==> src/rtl/hazard_ctrl_unit.sv <==
// Forwarding selects and pipeline hazard control for the 5-stage core.
// Forwarding and stall/flush outputs are combinational from the registered FSM state; stall_count is registered.
module hazard_ctrl_unit #(
  parameter int RA_W     = 3,
  parameter int MEM_LAT  = 0,
  parameter bit ZERO_REG = 1'b0
) (
  input  logic            clk,
  input  logic            reset,
  input  logic            id_valid,
  input  logic [RA_W-1:0] id_rs1,
  input  logic [RA_W-1:0] id_rs2,
  input  logic            id_use1,
  input  logic            id_use2,
  input  logic            id_branch,
  input  logic            jump_taken,
  input  logic            ex_valid,
  input  logic            ex_regwrite,
  input  logic            ex_memread,
  input  logic [RA_W-1:0] ex_rs1,
  input  logic [RA_W-1:0] ex_rs2,
  input  logic [RA_W-1:0] ex_rd,
  input  logic            mem_valid,
  input  logic            mem_regwrite,
  input  logic            mem_memread,
  input  logic            mem_memwrite,
  input  logic [RA_W-1:0] mem_rd,
  input  logic            wb_regwrite,
  input  logic [RA_W-1:0] wb_rd,
  output logic [1:0]      fwd1_ex,
  output logic [1:0]      fwd2_ex,
  output logic [1:0]      bfwd1,
  output logic [1:0]      bfwd2,
  output logic            stall_pc,
  output logic            stall_ifid,
  output logic            bubble_idex,
  output logic            stall_idex,
  output logic            stall_exmem,
  output logic            bubble_memwb,
  output logic            flush_ifid,
  output logic [15:0]     stall_count
);

  typedef enum logic [1:0] {
    RUN      = 2'd0,
    BR_HOLD  = 2'd1,
    MEM_WAIT = 2'd2
  } state_e;

  localparam bit         HAS_WAIT  = (MEM_LAT > 0);
  localparam logic [3:0] WAIT_LOAD = 4'(MEM_LAT - 1);

  state_e      state_q, state_d;
  logic [3:0]  cnt_q, cnt_d;
  logic [15:0] stall_count_q, stall_count_d;

  logic        mem_access;
  logic        ex_m1, ex_m2, mem_m1, mem_m2;
  logic        lu_hz, br_ex_hz, br_ld_hz, br_mem_hz;
  logic        frz, hz;

  function automatic logic match(input logic [RA_W-1:0] a, input logic [RA_W-1:0] rd,
                                 input logic we, input logic v);
    return v && we && (a == rd) && !(ZERO_REG && (rd == '0));
  endfunction

  // A load in MEM has no data yet, so it never forwards from MEM.
  function automatic logic [1:0] fwd_sel(input logic [RA_W-1:0] a);
    if (match(a, mem_rd, mem_regwrite, mem_valid) && !mem_memread) return 2'b01;
    if (match(a, wb_rd, wb_regwrite, 1'b1))                        return 2'b10;
    return 2'b00;
  endfunction

  always_comb begin
    ex_m1      = match(id_rs1, ex_rd, ex_regwrite, ex_valid);
    ex_m2      = match(id_rs2, ex_rd, ex_regwrite, ex_valid);
    mem_m1     = match(id_rs1, mem_rd, mem_regwrite, mem_valid);
    mem_m2     = match(id_rs2, mem_rd, mem_regwrite, mem_valid);
    lu_hz      = id_valid && ex_memread && ((id_use1 && ex_m1) || (id_use2 && ex_m2));
    br_ex_hz   = id_valid && id_branch && !ex_memread && (ex_m1 || ex_m2);
    br_ld_hz   = id_valid && id_branch && ex_memread && (ex_m1 || ex_m2);
    br_mem_hz  = id_valid && id_branch && mem_memread && (mem_m1 || mem_m2);
    mem_access = HAS_WAIT && mem_valid && (mem_memread || mem_memwrite);
  end

  always_comb begin
    state_d = state_q;
    cnt_d   = cnt_q;
    frz     = 1'b0;
    hz      = 1'b0;
    if (!reset) begin
      case (state_q)
        MEM_WAIT: begin
          frz = (cnt_q != 4'd0);
          if (cnt_q == 4'd0) state_d = RUN;
          else               cnt_d   = cnt_q - 4'd1;
        end
        BR_HOLD: begin
          if (mem_access) begin
            frz     = 1'b1;
            cnt_d   = WAIT_LOAD;
            state_d = MEM_WAIT;
          end else begin
            // Second cycle of a load->branch hazard: the producer now sits in MEM.
            hz      = 1'b1;
            state_d = RUN;
          end
        end
        default: begin
          if (mem_access) begin
            frz     = 1'b1;
            cnt_d   = WAIT_LOAD;
            state_d = MEM_WAIT;
          end else begin
            hz = lu_hz || br_ex_hz || br_ld_hz || br_mem_hz;
            if (br_ld_hz) state_d = BR_HOLD;
          end
        end
      endcase
    end
  end

  always_comb begin
    fwd1_ex = 2'b00;
    fwd2_ex = 2'b00;
    bfwd1   = 2'b00;
    bfwd2   = 2'b00;
    if (!reset) begin
      fwd1_ex = fwd_sel(ex_rs1);
      fwd2_ex = fwd_sel(ex_rs2);
      bfwd1   = fwd_sel(id_rs1);
      bfwd2   = fwd_sel(id_rs2);
    end
  end

  assign stall_pc     = frz || hz;
  assign stall_ifid   = frz || hz;
  assign bubble_idex  = hz && !frz;
  assign stall_idex   = frz;
  assign stall_exmem  = frz;
  assign bubble_memwb = frz;
  assign flush_ifid   = !reset && jump_taken && !stall_ifid;
  assign stall_count  = stall_count_q;

  always_comb begin
    stall_count_d = stall_count_q;
    if (stall_pc && (stall_count_q != 16'hFFFF)) stall_count_d = stall_count_q + 16'd1;
  end

  always_ff @(posedge clk) begin
    if (reset) begin
      state_q       <= RUN;
      cnt_q         <= 4'd0;
      stall_count_q <= 16'd0;
    end else begin
      state_q       <= state_d;
      cnt_q         <= cnt_d;
      stall_count_q <= stall_count_d;
    end
  end

endmodule

==> config.mk <==
export PLATFORM = sky130hd
export DESIGN_NAME = hazard_ctrl_unit
export DESIGN_NICKNAME = d
export VERILOG_FILES = /design/src/rtl/hazard_ctrl_unit.sv
export SDC_FILE = /design/constraint.sdc
export NUM_CORES = 1
export LEC_CHECK = 0
export ABC_AREA = 0
export CAP_MARGIN = 5
export CELL_PAD_IN_SITES_DETAIL_PLACEMENT = 0
export CELL_PAD_IN_SITES_GLOBAL_PLACEMENT = 1
export CORE_UTILIZATION = 25
export DETAILED_ROUTE_END_ITERATION = 16
export PLACE_DENSITY_LB_ADDON = 0.1
export SLEW_MARGIN = 20
export SYNTH_ARGS = -nofsm -noshare
export SYNTH_HDL_FRONTEND = slang
export SYNTH_SLANG_ARGS = --single-unit
export TNS_END_PERCENT = 5
==> constraint.sdc <==
create_clock -name clk -period 2.8 [get_ports clk]
set_input_delay 0.7 -clock clk [delete_from_list [all_inputs] [get_ports clk]]
set_output_delay 0.7 -clock clk [all_outputs]
set_load 0.02 [all_outputs]
==> impl_metrics.py <==
metrics = {
    "logic_synthesis": {
        "syn_area_um2": 1370,
        "synth_top_area_cell": "dfxtp_1",
        "ys.flop_type": "dfxtp_1",
        "async_reset_ff_share_pct": 0,
        "synth_top_area_share_pct": 24.9,
        "yosysSeqAreaShare_pct": 24.9,
        "syn_inst": 173,
        "ys_types": 36,
        "yosys_warnings": 0,
        "synth_area_leaders": "dfxtp_1 25%, xor2_1 10%, xnor2_1 9.6%, or4_1 4.9%, a21oi_1 4.4%",
        "synth_area_per_cell_um2": 7.90,
        "yosysMostFrequentCell": "dfxtp_1",
        "synth_edf_count": 0,
        "ys_ff_latch": 17,
        "netlist_top_cells_count": "17 x dfxtp_1, 16 x nor2_1, 16 x xor2_1",
    },
    "die": {
        "rows": 26,
        "initial_utilization_pct": 26.4,
        "die_area_um2": 5770,
        "core_region_area_um2": 5170,
        "ioPinCount": 67,
        "die_h_um": 76.0,
        "fp.dieW_um": 76.0,
    },
    "placed_design": {
        "finalWeightedCongestion": 0.857,
        "pre_cts_ws_ns": -0.918,
        "dp_hpwl_um": 3360,
        "io_buffers": 62,
        "placed_area_um2": 2170,
    },
    "global_routing": {
        "grt_max_degree": 28,
        "grt.total_usage_pct": 15.0,
        "grt_pass1_wl_um": 7150,
        "grt_pass1_vias": 1561,
        "grt-ovfl-total": 0,
        "antenna_found_initial": 0,
    },
    "timing": {
        "rsz0062_at_grt": "true",
        "finalClockSkew_ns": 0.00231,
        "clock.fmax_ghz": 0.349,
        "setup_violations": 4,
        "fin_setup_tns_ns": -0.137,
        "worst_slack_ns": -0.0692,
        "hold_viol_final": 0,
        "slew_viol_final": 0,
        "fin_crit_sh_pct": 102,
        "period_needed_ns": 2.87,
        "hold_slack_ns": 0.497,
    },
    "pwr": {
        "internal-power_mw": 0.432,
        "switching_share_pct": 27.8,
        "p_sw_mw": 0.166,
        "power_frac_seq_pct": 40.7,
        "combPwrFrac_pct": 28.6,
        "power.static_leakage_nw": 0.877,
        "clkPwrFrac_pct": 30.7,
        "ir_drop_mv": 0.119,
        "p_per_area_nw_per_um2": 262,
    },
    "job": {
        "maxCapViolations": 0,
    },
    "clocking": {
        "path_clk_slew_ns": 0.07,
        "clk_path_buf_depth": 2,
        "h-tree-depth": 1,
        "cts-root-buf": "clkbuf_8",
        "cts_hold_buf": 0,
        "clkLatencyLatePin_ns": 0.25,
        "cts_sinks": 17,
        "cts_tree": "built",
        "cts_buffers": 3,
    },
    "cells_and_area": {
        "final_core_util_pct": 44.1,
        "num_antenna_cells": 0,
        "nets": 291,
        "syn_to_final_growth_pct": 66.8,
        "postLayoutCellArea_um2": 2280,
        "drive_above_1_share_pct": 28.1,
    },
    "route": {
        "routed_wl_um": 4170,
        "drt_iter0_markers": 88,
        "wl_per_cell_um": 12.9,
        "ant_nets": 0,
        "drt_first_pass_iters": 4,
        "vias": 1544,
        "vias_per_cell": 4.78,
        "drc": 0,
    },
    "outcome": {
        "status": "finished with violations",
        "violations": "setup timing",
    },
    "worst_setup_path": {
        "arrival_ns": 2.17,
        "max_stage_delay_ns": 0.51,
        "crit_slowest_cell": "or4_4",
        "worstPathMaxFanout": 3,
        "startpoint_type": "primary input",
        "crit_chain": "clkbuf_2 -> xor2_1 -> or4_4 -> a21o_1 -> and3_4 -> and3b_1 -> buf_6",
        "path_class": "in2out",
        "cp-end-kind": "output port",
        "cp.required_ns": 2.10,
    },
    "worst_hold_path": {
        "min_path_type": "reg2reg",
    },
}
-- state kept, by name, summed over array words and instances (netlist names) --
register / flops
stall_count: 16
state_q: 1
-- placed cells by master, fill, tap and decap left out, drive strengths merged, types with 2 or more instances in the layout --
cell | Yosys | final
a21oi | 12 | 12
nand3 | 9 | 9
nor2b | 5 | 5
xnor2 | 15 | 15
xor2 | 16 | 16
nor2 | 16 | 16
o21ai | 4 | 4
o31ai | 8 | 8
conb | 1 | 3
dfxtp | 17 | 17
clkdlybuf4s50 | 0 | 32
or3 | 3 | 3
nor3 | 4 | 4
inv | 2 | 2
mux2 | 3 | 3
dlymetal6s2s | 0 | 4
nand2 | 8 | 8
nor4 | 3 | 3
clkbuf | 6 | 13
or4 | 11 | 11
nand4 | 5 | 5
and4 | 4 | 4
buf | 7 | 39
and3 | 4 | 4
-- final timing paths --
kind	from	to	slack, ns	cells past startpoint
setup / recovery	mem_rd[1]	flush_ifid	-0.07	7
hold / removal	stall_count[15]$_SDFFE_PP0P_	stall_count[15]$_SDFFE_PP0P_	0.50	2
setup reg to reg	stall_count[0]$_SDFFE_PP0P_	stall_count[6]$_SDFFE_PP0P_	0.75	7
hold reg to reg	stall_count[15]$_SDFFE_PP0P_	stall_count[15]$_SDFFE_PP0P_	0.50	2
-- power by group through the flow --
stage / clock network [mW] / logic, mW / registers, mW
after floorplan: 0 / 0.0701 / 0.249
after global placement: 0 / 0.162 / 0.249
after detailed placement: 0 / 0.164 / 0.249
after CTS: 0.192 / 0.162 / 0.243
after global routing: 0.202 / 0.185 / 0.243
final: 0.183 / 0.171 / 0.243
-- layer usage --
metal | GRT usage (%) | part of all wire (%) | vias up
li1 | - | - | 773
met1 | 17.3 | 43 | 712
met2 | 27.6 | 51 | 53
met3 | 1.93 | 4.4 | 6
met4 | 6.35 | 1.8 | 0
met5 | 0 | 0 | -
-- repair_timing --
| action | in CTS | in global routing |
|---|---|---|
| setup endpoints to repair | 26 | 22 |
| pin swaps | 9 | 13 |
| resized for setup | 73 | 51 |
| cloned | 0 | 0 |
| buffers inserted | 2 | 2 |
-- critical path, delay by kind of cell --
kind,cells,cell delay (ns)
xor gates and xnor gates,1,0.16
buffers and inverters,2,0.24
and+or+nand+nor,3,0.87
AOI/OAI and AO/OA,1,0.19
-- per-stage QoR --
| step | power, mW | std cells |
|---|---|---|
| 2_1_floorplan | 0.320 | 175 |
| 3_3_place_gp | 0.411 | 315 |
| 3_5_place_dp | 0.413 | 315 |
| 4_1_cts | 0.597 | 321 |
| 5_1_grt | 0.631 | 323 |
| 6_report | 0.598 | 323 |
-- cell type report --
type                            instances  area, µm²
Tap cell                               70       87.6
Clock buffer                            3       41.3
Sequential cell                        17        340
Multi-Input combinational cell        143       1070
Fill cell                             519       2890
Timing Repair Buffer                   87        732
Inverter                                2       7.51
Clock inverter                          1       5.00
-- cells by family after synthesis --
logic type	count (synthesis)	synth area share, %
adders and majority gates	1	0.915
other	1	0.274
AOI/OAI and AO/OA	28	12.6
and+or+nand+nor	77	32.9
muxes	3	2.47
DFF	17	24.9
xor gates and xnor gates	31	19.9
buffers and inverters	15	6.04
Note: power is estimated with default switching activity, not from simulation.
